[src/rtl/mips_pipe_pkg.sv]
// Shared constants for the MIPS-32 inter-stage pipeline registers.
// Holds stage widths, control-bit positions, the bubble encoding and the buffer state type.
package mips_pipe_pkg;

    localparam int unsigned IF_ID_DATA_W  = 64;
    localparam int unsigned IF_ID_CTRL_W  = 1;
    localparam int unsigned ID_EX_DATA_W  = 138;
    localparam int unsigned ID_EX_CTRL_W  = 9;
    localparam int unsigned EX_MEM_DATA_W = 102;
    localparam int unsigned EX_MEM_CTRL_W = 5;
    localparam int unsigned MEM_WB_DATA_W = 69;
    localparam int unsigned MEM_WB_CTRL_W = 2;

    // ID/EX control bit positions, MSB first: RegDst .. ALUOp
    localparam int unsigned CTRL_REGDST    = 8;
    localparam int unsigned CTRL_BRANCH    = 7;
    localparam int unsigned CTRL_MEMREAD   = 6;
    localparam int unsigned CTRL_MEMTOREG  = 5;
    localparam int unsigned CTRL_MEMWRITE  = 4;
    localparam int unsigned CTRL_ALUSRC    = 3;
    localparam int unsigned CTRL_REGWRITE  = 2;
    localparam int unsigned CTRL_ALUOP_MSB = 1;
    localparam int unsigned CTRL_ALUOP_LSB = 0;

    localparam logic [ID_EX_CTRL_W-1:0] ID_EX_CTRL_NOP = '0;

    typedef struct packed {
        logic       reg_dst;
        logic       branch;
        logic       mem_read;
        logic       mem_to_reg;
        logic       mem_write;
        logic       alu_src;
        logic       reg_write;
        logic [1:0] alu_op;
    } id_ex_ctrl_t;

    // Encoding mirrors {main_valid, skid_valid}; 2'b01 is unreachable
    typedef enum logic [1:0] {
        ST_EMPTY = 2'b00,
        ST_FULL  = 2'b10,
        ST_SKID  = 2'b11
    } buf_state_e;

endpackage

[src/rtl/pipe_skid_reg.sv]
// One pipeline entry: valid flag, payload and control with load / clear / hold.
// Clearing drops valid and forces control to the bubble value; payload is left stale.
module pipe_skid_reg
    import mips_pipe_pkg::*;
#(
    parameter int unsigned       DATA_W   = ID_EX_DATA_W,
    parameter int unsigned       CTRL_W   = ID_EX_CTRL_W,
    parameter logic [CTRL_W-1:0] CTRL_NOP = CTRL_W'(ID_EX_CTRL_NOP)
) (
    input  logic              clk,
    input  logic              rst_n,
    input  logic              load,
    input  logic              clear,
    input  logic [DATA_W-1:0] d_data,
    input  logic [CTRL_W-1:0] d_ctrl,
    output logic              q_valid,
    output logic [DATA_W-1:0] q_data,
    output logic [CTRL_W-1:0] q_ctrl
);

    always_ff @(posedge clk or negedge rst_n) begin
        if (!rst_n) begin
            q_valid <= 1'b0;
            q_data  <= '0;
            q_ctrl  <= CTRL_NOP;
        end else if (clear) begin
            q_valid <= 1'b0;
            q_ctrl  <= CTRL_NOP;
        end else if (load) begin
            q_valid <= 1'b1;
            q_data  <= d_data;
            q_ctrl  <= d_ctrl;
        end
    end

endmodule

[src/rtl/pipe_stage_buffer.sv]
// Inter-stage pipeline register with valid/ready handshake and a 2-entry skid.
// Supports flush (bubble insertion) and a saturating stall-cycle counter.
module pipe_stage_buffer
    import mips_pipe_pkg::*;
#(
    parameter int unsigned       DATA_W   = ID_EX_DATA_W,
    parameter int unsigned       CTRL_W   = ID_EX_CTRL_W,
    parameter logic [CTRL_W-1:0] CTRL_NOP = CTRL_W'(ID_EX_CTRL_NOP),
    parameter int unsigned       CNT_W    = 16
) (
    input  logic              clk,
    input  logic              rst_n,
    input  logic              flush,
    input  logic              in_valid,
    output logic              in_ready,
    input  logic [DATA_W-1:0] in_data,
    input  logic [CTRL_W-1:0] in_ctrl,
    output logic              out_valid,
    input  logic              out_ready,
    output logic [DATA_W-1:0] out_data,
    output logic [CTRL_W-1:0] out_ctrl,
    input  logic              clr_cnt,
    output logic [CNT_W-1:0]  stall_cnt
);

    buf_state_e        state;
    buf_state_e        next_state;
    logic              main_valid;
    logic              skid_valid;
    logic [DATA_W-1:0] skid_data;
    logic [CTRL_W-1:0] skid_ctrl;
    logic              accept;
    logic              emit;
    logic              main_load;
    logic              main_clear;
    logic              main_from_skid;
    logic              skid_load;
    logic              skid_clear;

    // State lives in the two entry valid flags
    assign state     = buf_state_e'({main_valid, skid_valid});
    assign out_valid = main_valid;
    assign accept    = in_valid & in_ready;
    assign emit      = main_valid & out_ready;

    always_comb begin
        next_state = state;
        case (state)
            ST_EMPTY: if (accept) next_state = ST_FULL;
            ST_FULL: begin
                if (emit && !accept)            next_state = ST_EMPTY;
                else if (accept && !out_ready)  next_state = ST_SKID;
            end
            ST_SKID:  if (out_ready) next_state = ST_FULL;
            default:  next_state = ST_EMPTY;
        endcase
        if (flush) next_state = ST_EMPTY;
    end

    always_comb begin
        main_load      = 1'b0;
        main_clear     = 1'b0;
        main_from_skid = 1'b0;
        skid_load      = 1'b0;
        skid_clear     = 1'b0;
        case (state)
            ST_EMPTY: main_load = accept;
            ST_FULL: begin
                if (emit) begin
                    main_load  = accept;
                    main_clear = !accept;
                end else begin
                    skid_load  = accept;
                end
            end
            ST_SKID: begin
                if (out_ready) begin
                    main_load      = 1'b1;
                    main_from_skid = 1'b1;
                    skid_clear     = 1'b1;
                end
            end
            default: begin
                main_clear = 1'b1;
                skid_clear = 1'b1;
            end
        endcase
        // Flush wins over every handshake and kills both entries
        if (flush) begin
            main_load  = 1'b0;
            skid_load  = 1'b0;
            main_clear = 1'b1;
            skid_clear = 1'b1;
        end
    end

    pipe_skid_reg #(
        .DATA_W   (DATA_W),
        .CTRL_W   (CTRL_W),
        .CTRL_NOP (CTRL_NOP)
    ) u_main (
        .clk     (clk),
        .rst_n   (rst_n),
        .load    (main_load),
        .clear   (main_clear),
        .d_data  (main_from_skid ? skid_data : in_data),
        .d_ctrl  (main_from_skid ? skid_ctrl : in_ctrl),
        .q_valid (main_valid),
        .q_data  (out_data),
        .q_ctrl  (out_ctrl)
    );

    pipe_skid_reg #(
        .DATA_W   (DATA_W),
        .CTRL_W   (CTRL_W),
        .CTRL_NOP (CTRL_NOP)
    ) u_skid (
        .clk     (clk),
        .rst_n   (rst_n),
        .load    (skid_load),
        .clear   (skid_clear),
        .d_data  (in_data),
        .d_ctrl  (in_ctrl),
        .q_valid (skid_valid),
        .q_data  (skid_data),
        .q_ctrl  (skid_ctrl)
    );

    always_ff @(posedge clk or negedge rst_n) begin
        if (!rst_n) in_ready <= 1'b1;
        else        in_ready <= (next_state != ST_SKID);
    end

    // Saturating stall counter; clear beats increment, flush leaves it alone
    always_ff @(posedge clk or negedge rst_n) begin
        if (!rst_n) begin
            stall_cnt <= '0;
        end else if (clr_cnt) begin
            stall_cnt <= '0;
        end else if (main_valid && !out_ready && (stall_cnt != {CNT_W{1'b1}})) begin
            stall_cnt <= stall_cnt + CNT_W'(1);
        end
    end

endmodule

[config.mk]
export PLATFORM = sky130hd
export DESIGN_NAME = pipe_stage_buffer
export DESIGN_NICKNAME = d
export VERILOG_FILES = /design/src/rtl/mips_pipe_pkg.sv /design/src/rtl/pipe_skid_reg.sv /design/src/rtl/pipe_stage_buffer.sv
export SDC_FILE = /design/constraint.sdc
export NUM_CORES = 1
export LEC_CHECK = 0
export ABC_AREA = 0
export ABC_CLOCK_PERIOD_IN_PS = 7170
export CELL_PAD_IN_SITES_DETAIL_PLACEMENT = 1
export CELL_PAD_IN_SITES_GLOBAL_PLACEMENT = 1
export CORE_ASPECT_RATIO = 1.1
export CORE_MARGIN = 3
export CORE_UTILIZATION = 30
export CTS_BUF_LIST = sky130_fd_sc_hd__clkbuf_4 sky130_fd_sc_hd__clkbuf_8
export DETAILED_ROUTE_END_ITERATION = 12
export PLACE_DENSITY_LB_ADDON = 0.1
export SYNTH_ARGS = -nofsm -noshare
export SYNTH_HDL_FRONTEND = slang
export SYNTH_HIERARCHICAL = 1
export SYNTH_SLANG_ARGS = --single-unit
[constraint.sdc]
create_clock -name clk -period 7.17 [get_ports clk]
set_clock_uncertainty 0.05 [all_clocks]
set_input_delay 1.0755 -clock clk [delete_from_list [all_inputs] [get_ports clk]]
set_output_delay 1.0755 -clock clk [all_outputs]
set_load 0.01 [all_outputs]
==> results_dict.tcl, run 1 <==
set metrics [dict create \
    outcome "finished clean" \
    antenna_found_initial 4 \
    post-place-ws_ns 2.27 \
    synthTopCellsByCount "mux2_2 (423), dfrtp_1 (312), nor2_1 (32)" \
    ctsResizeCount 0 \
    path_clk_slew_ns 0.06 \
    synth_most_common_cell "mux2_2" \
    htree_levels 2 \
    tightest_slew_ns 0.966 \
    grtUsageMet1_pct 18.6 \
    syn-instance-count 945 \
    dpl_cell_area_mm2 0.0177 \
    max_freq_ghz 0.240 \
    rsz0062_at_grt "no" \
    min_period_over_period_pct 58.1 \
    grt_max_degree 141 \
    relSlewSlack_pct 35.6 \
    fin_crit_ns 4.17 \
    layout_setup_ws_ns 3.00 \
    drcViolationCount 0 \
    crit_slowest_cell "nor2b_4" \
    cpLargestDelayFamily "simple AND/OR/NAND/NOR gates" \
    critPathMaxStageDelay_ns 0.87 \
    post_drt_wl_per_cell_um 19.2 \
    fp.dieW_um 213 \
    worst-path-buf-inv 2 \
    start_util_pct 30.6 \
    power_density_mw_per_mm2 305 \
    busiest_layer "met2" \
    end_kind "flop" \
    dr.pass1.iters 4 \
    slew_violations 0 \
    grt_pass1_vias 9721 \
    synth_flop_cell "dfrtp_1" \
    track_usage_pct 14.7 \
    post_route_cells_drive_above_1_share_pct 41.3 \
    port_buffers 317 \
    cts_sinks 313 \
    cts_buffer_depth 3 \
    syn_to_final_growth_pct 34.0 \
    yosysWarnings 6 \
    routed_wl_um 36600 \
    gp_congestion 0.703 \
    gr-total-overflow 0 \
    utilization_pct 41.0 \
    yosys_register_bits 313 \
    yosysUniqueCellTypes 45 \
    setup-tns-final_ns 0 \
    required_ns 7.62 \
    cts_tree "yes" \
    seq_area_frac_synth_pct 55.6 \
    syn-cell-area_mm2 0.0141 \
    postCtsSetupBuffers 0 \
    critPathArrivalTime_ns 4.62 \
    syn-num-nets 1104 \
    setup_viol 0 \
    worstSetupPathType "primary input to flop" \
    max_cap_violations 0 \
    core_area_mm2 0.0460 \
    gr-usage-met2_pct 22.9 \
    clk_latency_ns 0.63 \
    r2r_start "u_main/q_valid$_DFFE_PN0P_" \
    cp_cell_sequence "clkdlybuf4s50_1, nand2_4, o21ai_0, and2_1, nor2b_4, buf_12, mux2_2" \
    finish.instance_area_mm2 0.0189 \
    use_met3_pct 6.42 \
    io_pins 318 \
    power_w 0.00575 \
    hold_buffers 0 \
    cts_root_buf "clkbuf_8" \
    via_count 8874 \
    async_flop_share_pct 100 \
    post-dp-hpwl_um 23700 \
    numCtsBuffers 57 \
    start_kind "primary input" \
    vias_per_cell 4.66 \
    synth_edf_count 0 \
    ff2ff_setup_slack_ns 3.28 \
    critPathMaxFanout 54 \
    reg2reg_to "u_main/q_data[89]$_DFFE_PN0P_" \
    ys_top_cells_by_area "dfrtp_1 (55%), mux2_2 (34%), buf_6 (1.9%), mux2i_1 (1.4%), nor2_1 (0.85%)" \
    reg2reg_depth 7 \
    yosys.area.top_type "dfrtp_1" \
    yosysTopAreaCellShare_pct 55.5 \
    peakVddDrop_mv 0.171 \
    min_path_type "primary input to async pin" \
    die_h_um 233 \
    grt_pass1_wl_um 57200 \
    drt_iter0_markers 239 \
    avgSynthCellArea_um2 14.9 \
    die_area_mm2 0.0496 \
    power_leakage_nw 7.98 \
    ant_nets 0 \
    hold_viol_final 0 \
    num-nets-final 1438 \
    row_count 82 \
]
metrics by stage:
| step | hold WS [ns] | instances |
|---|---|---|
| final | 0.313 | 1905 |
| after global routing | 0.286 | 1904 |
| after CTS | 0.261 | 1904 |
| after detailed placement | 0.443 | 1808 |
| after global placement | 0.434 | 1808 |
| after floorplan | 0.427 | 945 |
flip-flops by register name (all words and copies together) (netlist names):
| signal | flops |
|---|---|
| u_main/q_data | 138 |
| u_skid/q_data | 138 |
| stall_cnt | 16 |
| u_main/q_ctrl | 9 |
| u_skid/q_ctrl | 9 |
| in_ready | 1 |
| u_main/q_valid | 1 |
| u_skid/q_valid | 1 |
where the power goes:
group	leakage (nW)	switching (W)	total (W)	internal [W]
sequential	3.93	0.000253	0.00254	0.00229
clock	0.611	0.000737	0.00171	0.000970
combinational	3.44	0.000539	0.00150	0.000960
logic make-up (layout without fill, tap and decap cells):
kind of cell               Yosys count  after routing  share of synthesized area [%]
AOI/OAI and AO/OA                   33             33                           1.42
xor gates and xnor gates             1              1                         0.0622
adders and majority gates            6              6                          0.533
buffers and inverters               57            428                           3.07
DFF                                313            313                           55.6
muxes                              448            448                           35.7
other                                0              1                              0
and+or+nand+nor                     87             87                           3.60
layer usage:
metal | share of wire, % | routed length, µm
met1 | 44 | 16000
met2 | 45 | 16600
met3 | 9.1 | 3320
met4 | 1.8 | 656
met5 | 0.038 | 14
layout make-up:
cell class,instances,area [µm²]
Inverter,3,11.3
Sequential cell,313,7830
Tap cell,588,736
Multi-Input combinational cell,575,5820
Fill cell,4776,27100
Antenna cell,1,2.50
Clock buffer,92,1120
Timing Repair Buffer,329,3320
Clock inverter,4,22.5
worst reg2reg max path: cells and delay by family (launching register included):
family	cells	cell delay, ns
fa+ha+maj	1	0.33
flops	1	0.60
compound gates	1	0.19
mux	1	0.46
buf+inv	1	0.39
simple gates	3	1.73
cells in the final DEF (no fill, tap or decap), types with 9 or more instances in the layout:
cell type,count
a21oi_1,12
clkbuf_4,24
clkbuf_8,68
clkdlybuf4s50_1,316
dfrtp_1,312
mux2_2,423
mux2i_1,19
nand2_1,11
nor2_1,32
o21ai_0,9
worst max path at each step:
stage / start / endpoint / slack (ns) / cells after the start
detailed placement: out_ready / u_main/q_data[89]$_DFFE_PN0P_ / 2.27 / 7
CTS: out_ready / u_main/q_data[89]$_DFFE_PN0P_ / 2.99 / 7
finish: out_ready / u_main/q_data[89]$_DFFE_PN0P_ / 3.00 / 7
global placement: out_ready / u_main/q_data[123]$_DFFE_PN0P_ / 2.33 / 7
global route: out_ready / u_main/q_data[122]$_DFFE_PN0P_ / 2.83 / 7
floorplan: out_ready / u_main/q_data[100]$_DFFE_PN0P_ / 4.27 / 10
No activity file was read; power rests on OpenSTA's default activity.
==> run 2, diff against run 1 <==
--- a/config.mk
+++ b/config.mk
@@ -6,7 +6,7 @@
 export NUM_CORES = 1
 export LEC_CHECK = 0
 export ABC_AREA = 0
-export ABC_CLOCK_PERIOD_IN_PS = 7170
+export ABC_CLOCK_PERIOD_IN_PS = 4300
 export CELL_PAD_IN_SITES_DETAIL_PLACEMENT = 1
 export CELL_PAD_IN_SITES_GLOBAL_PLACEMENT = 1
 export CORE_ASPECT_RATIO = 1.1
==> constraint.sdc (replaced) <==
create_clock -name clk -period 4.3 [get_ports clk]
set_clock_uncertainty 0.05 [all_clocks]
set_input_delay 0.645 -clock clk [delete_from_list [all_inputs] [get_ports clk]]
set_output_delay 0.645 -clock clk [all_outputs]
set_load 0.01 [all_outputs]
==> results_dict.tcl, run 2 (synthesis results as in run 1) <==
set metrics [dict create \
    core_area_mm2 0.0460 \
    crit_start "u_main/q_valid$_DFFE_PN0P_" \
    grt_pass1_vias 9801 \
    grtUsageMet1_pct 18.8 \
    busiest_layer "met2" \
    path_clk_slew_ns 0.06 \
    drt_iter0_markers 250 \
    io_pins 318 \
    max_cap_violations 0 \
    routed_wl_um 36900 \
    ant_nets 0 \
    worstSetupPathType "flop to flop" \
    drcViolationCount 0 \
    reg2reg_depth 8 \
    rsz0062_at_grt "no" \
    power_density_mw_per_mm2 515 \
    num-nets-final 1444 \
    post_route_cells_drive_above_1_share_pct 41.9 \
    start_util_pct 30.6 \
    grt_pass1_wl_um 58000 \
    setup_viol 0 \
    cts_buffer_depth 3 \
    antenna_found_initial 4 \
    fp.dieW_um 213 \
    htree_levels 2 \
    slew_violations 0 \
    clk_latency_ns 0.64 \
    dpl.cell_count 1812 \
    max_freq_ghz 0.332 \
    die_h_um 233 \
    gr-total-overflow 0 \
    post-place-ws_ns 0.868 \
    layout_setup_ws_ns 1.29 \
    hold_buffers 0 \
    grt_max_degree 102 \
    numCtsBuffers 59 \
    critPathArrivalTime_ns 3.47 \
    n_fill_cell 4751 \
    via_count 8924 \
    vias_per_cell 4.65 \
    min_path_type "primary input to async pin" \
    reg2reg_to "u_main/q_data[88]$_DFFE_PN0P_" \
    die_area_mm2 0.0496 \
    relSlewSlack_pct 35.6 \
    post-dp-hpwl_um 24200 \
    tightest_slew_ns 0.966 \
    post_drt_wl_per_cell_um 19.2 \
    end_kind "flop" \
    peakVddDrop_mv 0.382 \
    fin_crit_ns 3.01 \
    setup-tns-final_ns 0 \
    power_leakage_nw 8.09 \
    ctsResizeCount 0 \
    gr-usage-met2_pct 23.2 \
    port_buffers 317 \
    layout_common_cells "mux2_2 (423), clkdlybuf4s50_1 (316), dfrtp_1 (312)" \
    cts_root_buf "clkbuf_8" \
    fin_cells 1919 \
    row_count 82 \
    cts_tree "yes" \
    reg_top3 "u_main/q_data x138, u_skid/q_data x138, stall_cnt x16" \
    critPathMaxFanout 65 \
    track_usage_pct 14.9 \
    dpl_cell_area_mm2 0.0178 \
    syn_to_final_growth_pct 35.5 \
    min_period_over_period_pct 70.1 \
    use_met3_pct 6.97 \
    ff2ff_setup_slack_ns 1.29 \
    required_ns 4.75 \
    r2r_start "u_main/q_valid$_DFFE_PN0P_" \
    postCtsSetupBuffers 0 \
    dr.pass1.iters 4 \
    start_kind "flop" \
    outcome "finished clean" \
    gp_congestion 0.701 \
    finish.instance_area_mm2 0.0191 \
    mostFrequentLayoutCell "mux2_2" \
    hold_viol_final 0 \
    cts_sinks 313 \
]
==> run 2: layout make-up <==
class                   instances  area (µm²)  share of cell area [%]
inverters                       3        11.3                  0.0590
clock buffers                 100        1210                    6.33
flip-flops and latches        313        7830                    41.1
multi-input cells             575        5820                    30.5
repair buffers                333        3400                    17.8
clock inverters                 5        58.8                   0.308
diodes                          2        5.00                  0.0262
well taps                     588         736                    3.86
==> run 2: per-layer routing <==
metal	routed length, µm	up-vias
li1	-	4092
met1	15900	4522
met2	16700	242
met3	3560	62
met4	704	6
met5	30	-
==> run 2: power by group <==
group | switching, W | total (W) | internal, W
sequential | 0.000422 | 0.00424 | 0.00382
combinational | 0.000895 | 0.00250 | 0.00161
clock | 0.00127 | 0.00308 | 0.00181
==> run 2: worst max path at each step <==
stage / to
after floorplan: u_main/q_data[100]$_DFFE_PN0P_
after global placement: u_main/q_data[88]$_DFFE_PN0P_
after detailed placement: u_main/q_data[98]$_DFFE_PN0P_
after CTS: u_main/q_data[88]$_DFFE_PN0P_
after global routing: u_main/q_data[88]$_DFFE_PN0P_
final: u_main/q_data[88]$_DFFE_PN0P_
==> run 2: critical path, stage by stage, from the launching register on <==
cell,delay [ns]
dfrtp_1,0.63
ha_1,0.35
nand2_4,0.18
o21ai_0,0.14
and2_1,0.16
buf_4,0.22
nor2b_4,0.32
buf_12,0.34
mux2_2,0.39
==> run 2: per-stage QoR <==
stage / total power, W / hold slack, ns / util, %
floorplan: 0.00537 / 0.299 / -
global placement: 0.00678 / 0.434 / 38.7
detailed placement: 0.00685 / 0.442 / 38.7
CTS: 0.0101 / 0.00509 / 41.5
global route: 0.0105 / 0.0278 / 41.5
finish: 0.00982 / 0.0121 / 41.5
